`config.mk`:
```
export PLATFORM = sky130hd
export DESIGN_NAME = thresholding_axilite_loader
export DESIGN_NICKNAME = d
export VERILOG_FILES = /design/src/rtl/thresholding_axilite_loader.sv
export SDC_FILE = /design/constraint.sdc
export NUM_CORES = 1
export LEC_CHECK = 0
export CAP_MARGIN = 20
export CORE_MARGIN = 2
export CORE_UTILIZATION = 35
export DETAILED_ROUTE_END_ITERATION = 8
export PLACE_DENSITY = 0.82
export SYNTH_ARGS = -nofsm -noshare
export SYNTH_HDL_FRONTEND = slang
export SYNTH_SLANG_ARGS = --single-unit
```
`constraint.sdc`:
```
create_clock -name ap_clk -period 2.1 [get_ports ap_clk]
set_input_delay 0.42 -clock ap_clk [delete_from_list [all_inputs] [get_ports ap_clk]]
set_output_delay 0.42 -clock ap_clk [all_outputs]
set_load 0.01 [all_outputs]
```
`src/rtl/thresholding_axilite_loader.sv`:
```
// thresholding_axilite_loader: AXI-Lite initiator that writes a streamed threshold table into a thresholding kernel
// Define THRESH_LOADER_VERIFY_EN to read back and compare every word after its write response.
module thresholding_axilite_loader #(
  parameter int O_WIDTH = 2,
  parameter int T_WIDTH = 8,
  parameter int CHANNELS = 4,
  parameter int PE = 1,
  parameter int T_SIGNED = 1,
  localparam int CF = CHANNELS / PE,
  localparam int ADDR_BITS = $clog2(CF) + $clog2(PE) + O_WIDTH + 2,
  localparam int TD_WIDTH = ((T_WIDTH + 7) / 8) * 8
) (
  input  logic                 ap_clk,
  input  logic                 ap_rst,
  input  logic                 start,
  output logic                 busy,
  output logic                 done,
  output logic                 err,
  output logic [ADDR_BITS-1:0] err_addr,
  input  logic                 s_thr_tvalid,
  output logic                 s_thr_tready,
  input  logic [TD_WIDTH-1:0]  s_thr_tdata,
  output logic                 m_axilite_AWVALID,
  input  logic                 m_axilite_AWREADY,
  output logic [ADDR_BITS-1:0] m_axilite_AWADDR,
  output logic                 m_axilite_WVALID,
  input  logic                 m_axilite_WREADY,
  output logic [31:0]          m_axilite_WDATA,
  output logic [3:0]           m_axilite_WSTRB,
  input  logic                 m_axilite_BVALID,
  output logic                 m_axilite_BREADY,
  input  logic [1:0]           m_axilite_BRESP,
  output logic                 m_axilite_ARVALID,
  input  logic                 m_axilite_ARREADY,
  output logic [ADDR_BITS-1:0] m_axilite_ARADDR,
  input  logic                 m_axilite_RVALID,
  output logic                 m_axilite_RREADY,
  input  logic [31:0]          m_axilite_RDATA,
  input  logic [1:0]           m_axilite_RRESP
);
  localparam int N_T = 2**O_WIDTH - 1;
  localparam int PB = $clog2(PE);
  localparam int PW = PB > 0 ? PB : 1;
  localparam int CW = $clog2(CF) > 0 ? $clog2(CF) : 1;
  typedef enum logic [2:0] {IDLE, FETCH, ISSUE, RESP, RDADDR, RDDATA, DONE} state_t;
  state_t state_q, state_d;
  logic [O_WIDTH-1:0] t_q, t_d, t_nx;
  logic [PW-1:0] pe_q, pe_d, pe_nx;
  logic [CW-1:0] cf_q, cf_d, cf_nx;
  logic [T_WIDTH-1:0] data_q, data_d;
  logic [ADDR_BITS-1:0] addr_q, addr_d, cur_addr, err_addr_q, err_addr_d;
  logic aw_pend_q, aw_pend_d, w_pend_q, w_pend_d, err_q, err_d;
  logic t_last, pe_last, last_word;
  logic unused_in;
  assign t_last = t_q == O_WIDTH'(N_T - 1);
  assign pe_last = pe_q == PW'(PE - 1);
  assign last_word = t_last && pe_last && cf_q == CW'(CF - 1);
  assign t_nx = t_last ? '0 : t_q + O_WIDTH'(1);
  assign pe_nx = t_last ? (pe_last ? '0 : pe_q + PW'(1)) : pe_q;
  assign cf_nx = (t_last && pe_last) ? cf_q + CW'(1) : cf_q;
  // pe_q stays 0 when PE==1, so the zero-width pe field contributes nothing
  assign cur_addr = ADDR_BITS'((32'(cf_q) << (PB + O_WIDTH + 2)) | (32'(pe_q) << (O_WIDTH + 2)) | (32'(t_q) << 2));
  always_comb begin
    state_d = state_q;
    t_d = t_q;
    pe_d = pe_q;
    cf_d = cf_q;
    data_d = data_q;
    addr_d = addr_q;
    aw_pend_d = aw_pend_q;
    w_pend_d = w_pend_q;
    err_d = err_q;
    err_addr_d = err_addr_q;
    unique case (state_q)
      IDLE: if (start) begin
        state_d = FETCH;
        t_d = '0;
        pe_d = '0;
        cf_d = '0;
        err_d = 1'b0;
        err_addr_d = '0;
      end
      FETCH: if (s_thr_tvalid) begin
        state_d = ISSUE;
        data_d = s_thr_tdata[T_WIDTH-1:0];
        addr_d = cur_addr;
        aw_pend_d = 1'b1;
        w_pend_d = 1'b1;
      end
      ISSUE: begin
        aw_pend_d = aw_pend_q && !m_axilite_AWREADY;
        w_pend_d = w_pend_q && !m_axilite_WREADY;
        if (!aw_pend_d && !w_pend_d) state_d = RESP;
      end
      RESP: if (m_axilite_BVALID) begin
        if (m_axilite_BRESP != 2'b00) begin
          err_d = 1'b1;
          err_addr_d = addr_q;
          state_d = DONE;
        end else begin
`ifdef THRESH_LOADER_VERIFY_EN
          state_d = RDADDR;
`else
          state_d = last_word ? DONE : FETCH;
          t_d = t_nx;
          pe_d = pe_nx;
          cf_d = cf_nx;
`endif
        end
      end
`ifdef THRESH_LOADER_VERIFY_EN
      RDADDR: if (m_axilite_ARREADY) state_d = RDDATA;
      RDDATA: if (m_axilite_RVALID) begin
        if (m_axilite_RRESP != 2'b00 || m_axilite_RDATA[T_WIDTH-1:0] != data_q) begin
          err_d = 1'b1;
          err_addr_d = addr_q;
          state_d = DONE;
        end else begin
          state_d = last_word ? DONE : FETCH;
          t_d = t_nx;
          pe_d = pe_nx;
          cf_d = cf_nx;
        end
      end
`endif
      DONE: state_d = IDLE;
      default: state_d = IDLE;
    endcase
  end
  always_ff @(posedge ap_clk or posedge ap_rst) begin
    if (ap_rst) begin
      state_q <= IDLE;
      t_q <= '0;
      pe_q <= '0;
      cf_q <= '0;
      data_q <= '0;
      addr_q <= '0;
      aw_pend_q <= 1'b0;
      w_pend_q <= 1'b0;
      err_q <= 1'b0;
      err_addr_q <= '0;
    end else begin
      state_q <= state_d;
      t_q <= t_d;
      pe_q <= pe_d;
      cf_q <= cf_d;
      data_q <= data_d;
      addr_q <= addr_d;
      aw_pend_q <= aw_pend_d;
      w_pend_q <= w_pend_d;
      err_q <= err_d;
      err_addr_q <= err_addr_d;
    end
  end
  assign busy = state_q != IDLE && state_q != DONE;
  assign done = state_q == DONE;
  assign err = err_q;
  assign err_addr = err_addr_q;
  assign s_thr_tready = state_q == FETCH;
  assign m_axilite_AWVALID = state_q == ISSUE && aw_pend_q;
  assign m_axilite_AWADDR = addr_q;
  assign m_axilite_WVALID = state_q == ISSUE && w_pend_q;
  assign m_axilite_WDATA = T_SIGNED != 0 ? 32'($signed(data_q)) : 32'(data_q);
  assign m_axilite_WSTRB = 4'hF;
  assign m_axilite_BREADY = state_q == RESP;
  assign m_axilite_ARADDR = addr_q;
`ifdef THRESH_LOADER_VERIFY_EN
  assign m_axilite_ARVALID = state_q == RDADDR;
  assign m_axilite_RREADY = state_q == RDDATA;
`else
  assign m_axilite_ARVALID = 1'b0;
  assign m_axilite_RREADY = 1'b0;
`endif
  assign unused_in = ^{s_thr_tdata, m_axilite_RDATA, m_axilite_RRESP, m_axilite_RVALID, m_axilite_ARREADY};
endmodule

```
Word level (Yosys, flattened, before mapping)
Cells that the tools add are included.

Add/sub/neg operators: 3. Equality and inequality tests: 15. Multiplexer cells: 32. Bitwise operators: 3. Reduce and logical (&&, ||, !) cells: 24.

Operators by type and width (number): 3-bit two-way mux (6); 6-bit two-way mux (3); 2-bit two-way mux (7); 3-bit one-hot mux with 4 select lines (1); 6-bit one-hot mux with 2 select lines (1); 4-bit AND reduction (3); 2-bit inequality test (second input constant) (5); 5-bit AND reduction (2); 1-bit logical AND (8); 1-bit two-way mux (8); 1-bit one-hot mux with 2 select lines (4); 2-bit one-hot mux with 2 select lines (2); 3-bit by 2-bit equality test with 1-bit output (second input constant) (2); 2-bit by 1-bit inequality test with 1-bit output (second input constant) (3); 6-bit by 4-bit OR with 6-bit output (1); 6-bit by 5-bit OR with 6-bit output (1); 2-bit nonzero test (3); 2-bit by 1-bit adder with 2-bit output (second input constant) (2); 2-bit equality test (second input constant) (2); 1-bit logical NOT (4); 2-bit AND reduction (2); 3-bit by 1-bit equality test with 1-bit output (second input constant) (1); 3-bit equality test (second input constant) (1); 3-bit logical NOT (1); other kinds (4) (4).

Register bits: 31. Input port bits: 53. Output and inout bits: 63. Word-level logic and storage cells: 87.

Depth between registers and ports, before layout
Word-level depth: 7. Mapped depth: 7.

Worst setup path before layout
No wires, ideal clock.

Path kind: register to register. From: register state_q[1]. To: register addr_q[2] (netlist: m_axilite_ARADDR[2]). Library setup time: 125 ps. Arrival: 1560 ps. Required time: 1975 ps. Setup slack: 416 ps. Cell stages (with the launch flop): 6. Buffers on the path: 2. Period minus slack after synthesis: 1684 ps. Path through: dfrtp_1 > buf_6 > nor3_1 > and2_1 > buf_4 > mux2_2.

Cells in the longest elaborated chain, start to end: 2.

Ends and longest elaborated chain: from (decl) (line 46) `state_t state_q, state_d;`; from (signal assigned) (line 143) `state_q <= state_d;`; 3-bit by 1-bit equality test with 1-bit output; via s_thr_tready (line 21) `output logic s_thr_tready,`; 2-bit AND reduction (no line); to (signal assigned) (line 148) `addr_q <= addr_d;`; to (decl) (line 51) `logic [ADDR_BITS-1:0] addr_q, addr_d, cur_addr, err_addr_q, err_addr_d;`.

The timed path passes the listed nets, and every way through them passes these cells. A chain may end at the register's enable or synchronous reset.

Worst setup path after layout
From: register state_q[1]. To: output port s_thr_tready.

Cells in the longest elaborated chain, start to end: 1.

Ends and longest elaborated chain: 3-bit by 1-bit equality test with 1-bit output (line 159) `assign s_thr_tready = state_q == FETCH;`; to (decl) (line 21).

Every way passes these cells.

==> flow_metrics.env <==
export IMPL_num_vias=1174
export IMPL_crit_start="state_q[1]"
export IMPL_fillers=415
export IMPL_max_freq_ghz=0.488
export IMPL_gr_usage_all_layers=0.121
export IMPL_area_delta_synth_final_pct=38.7
export IMPL_synth_cells=156
export IMPL_viasPerCell=4.55
export IMPL_post_place_ws_ns=0.00591
export IMPL_io_buffers=67
export IMPL_finalSetupViolations=0
export IMPL_wl_met3_um=257
export IMPL_io_pins=116
export IMPL_startpoint_type="flip-flop"
export IMPL_initial_core_util=0.364
export IMPL_grt_pass1_wl_um=4950
export IMPL_drc=0
export IMPL_place_inst=247
export IMPL_grt_max_degree=27
export IMPL_worstPathArrival_ns=1.63
export IMPL_highest_layer="met4"
export IMPL_cp_max_fo=12
export IMPL_dieWidth_um=71.5
export IMPL_grt_overflow=0
export IMPL_crit_required_ns=1.68
export IMPL_fin_crit_sh=0.975
export IMPL_fin_util=0.505
export IMPL_drive_gt1_frac=0.170
export IMPL_r2r_slack_ns=0.26
export IMPL_htree_num_levels=1
export IMPL_cts_buffers=3
export IMPL_synth_area_top_cells="dfrtp_1 (41%), buf_4 (19%), mux2_1 (6.3%), nand2_1 (3.1%), mux2_2 (2.8%)"
export IMPL_antennaDiodeCount=0
export IMPL_final_cell_mix="clkdlybuf4s50_1 (66), dfrtp_1 (22), nand2_1 (13), buf_4 (13), conb_1 (12)"
export IMPL_worstReg2RegStart="state_q[1]"
export IMPL_fin_skew_ns=0.00609
export IMPL_worst_setup_path_end_kind="primary output"
export IMPL_fp_dieH_um=71.5
export IMPL_synth_top_cell_by_area="dfrtp_1"
export IMPL_p_per_area_nw_per_um2=1590
export IMPL_drt_pass1_iterations=2
export IMPL_final_min_clock_period_ns=2.05
export IMPL_synth_seq_cells=26
export IMPL_outcome="complete, no violations"
export IMPL_antenna_found_initial=0
export IMPL_route_met2_wl_um=1440
export IMPL_first_iter_violations=33
export IMPL_postCtsHoldBufs=0
export IMPL_nets=261
export IMPL_clkSinkCount=26
export IMPL_stdcell_count=258
export IMPL_seq_area_frac_synth=0.408
export IMPL_crit_type="flip-flop to primary output"
export IMPL_layout_commonest_cell="clkdlybuf4s50_1"
export IMPL_syn_area_um2=1600
export IMPL_worst_slack_ns=0.0519
export IMPL_routedWlPerCell_um=12.4
export IMPL_cts_reportedPaths_clkPinSlew_ns=0.09
export IMPL_insertion_delay_ns=0.27
export IMPL_min_path_type="input pin to async pin"
export IMPL_drv_slew=0
export IMPL_r2r_cells=5
export IMPL_clk_path_buf_depth=2
export IMPL_leakage_nw=1.01
export IMPL_r2r_end="t_q[1]"
export IMPL_yosys_warnings=0
export IMPL_design_die_area_um2=5120
export IMPL_synth_avg_cell_area_um2=10.2
export IMPL_cts_tree="built"
export IMPL_wl_met1_um=1460
export IMPL_drv_cap=0
export IMPL_gp_routability_congestion=0.742
export IMPL_hpwl_um=2290
export IMPL_first_global_vias=1004
export IMPL_finalHoldViolCount=0
export IMPL_cts_root_buf="clkbuf_8"
export IMPL_antenna_left=0
export IMPL_synth_cell_type_count=36
export IMPL_core_region_area_um2=4380
export IMPL_synth_top_cell_area_share=0.408
export IMPL_max_vdd_ir_drop_v=0.000613
export IMPL_whs_ns=0.491
export IMPL_fp_row_count=24
export IMPL_wl_um=3190
==> worst max-delay path: stages, from the launching register on <==
cell and delay, ns:
dfrtp_2 0.50, nor3_1 0.27, clkdlybuf4s50_1 0.58
==> layout make-up <==
| class | instances | area (um2) | area share |
|---|---|---|---|
| Inverter | 7 | 26.3 | 0.0119 |
| Clock buffer | 3 | 41.3 | 0.0186 |
| Multi-Input combinational cell | 88 | 621 | 0.280 |
| Clock inverter | 1 | 30.0 | 0.0136 |
| Sequential cell | 26 | 656 | 0.296 |
| Timing Repair Buffer | 81 | 776 | 0.350 |
| Tap cell | 52 | 65.1 | 0.0294 |
==> cell usage after synthesis <==
library cell / count
buf_4: 41
dfrtp_1: 26
nand2_1: 13
mux2_1: 9
nor2_1: 6
inv_1: 5
nor3_1: 5
mux2_2: 4
mux2i_1: 4
and3_1: 3
nor2b_1: 3
o21ai_0: 3
a211oi_1: 2
a21o_1: 2
a21oi_1: 2
a31oi_1: 2
and2_1: 2
buf_6: 2
conb_1: 2
inv_2: 2
mux2_4: 2
o211a_1: 2
a311oi_1: 1
and3b_1: 1
and4bb_2: 1
buf_2: 1
clkbuf_1: 1
ha_1: 1
nand3b_1: 1
nor2_4: 1
nor3b_1: 1
nor4b_1: 1
o21bai_4: 1
or3_1: 1
or3_4: 1
xnor2_1: 1
==> where the power goes <==
part	total, W	switching (W)	internal, W
sequential	0.000976	0.000251	0.000725
combinational	0.00213	0.000839	0.00129
clock	0.000410	0.000155	0.000255
total	0.00351	0.00125	0.00227
==> state kept, by name (all words and copies together), names as in the netlist <==
register	count
data_q	8
err_addr	4
m_axilite_ARADDR	4
state_q	3
cf_q	2
t_q	2
aw_pend_q	1
err	1
w_pend_q	1
==> worst max path at each step <==
| stage | end | slack, ns | cells after the start |
|---|---|---|---|
| CTS | m_axilite_BREADY | 0.0002 | 4 |
| detailed placement | t_q[0] | 0.006 | 5 |
| global placement | t_q[1] | 0.02 | 5 |
| global route | s_thr_tready | -0.01 | 3 |
| floorplan | m_axilite_ARADDR[2] | 0.42 | 5 |
| finish | s_thr_tready | 0.05 | 2 |
==> layer usage <==
layer	GRT usage	up-vias
met3	0.0309	4
met2	0.184	57
met5	0	-
met1	0.167	542
met4	0.0440	0
li1	-	571
==> through the flow <==
stage	TNS, ns	cell area (um2)	power, W
2_1_floorplan	0	1630	0.00229
3_5_place_dp	0	2080	0.00302
4_1_cts	0	2160	0.00346
3_3_place_gp	0	2080	0.00297
5_1_grt	-0.0179	2210	0.00376
6_report	0	2210	0.00351
==> cells by family (layout without fill, tap and decap cells) <==
logic type | Yosys count | count (layout) | share of synthesized area
mux | 19 | 19 | 0.136
fa+ha+maj | 1 | 1 | 0.00784
simple gates | 40 | 40 | 0.138
flops | 26 | 26 | 0.408
compound gates | 15 | 15 | 0.0721
xor+xnor | 1 | 1 | 0.00549
other cells | 2 | 12 | 0.00470
buf+inv | 52 | 92 | 0.229
==> what timing repair did <==
action	in CTS	in global routing
cloned	0	0
endpoints found under the setup margin	31	4
resized for setup	5	1
setup buffers	0	7
(Power assumes the default switching activity.)
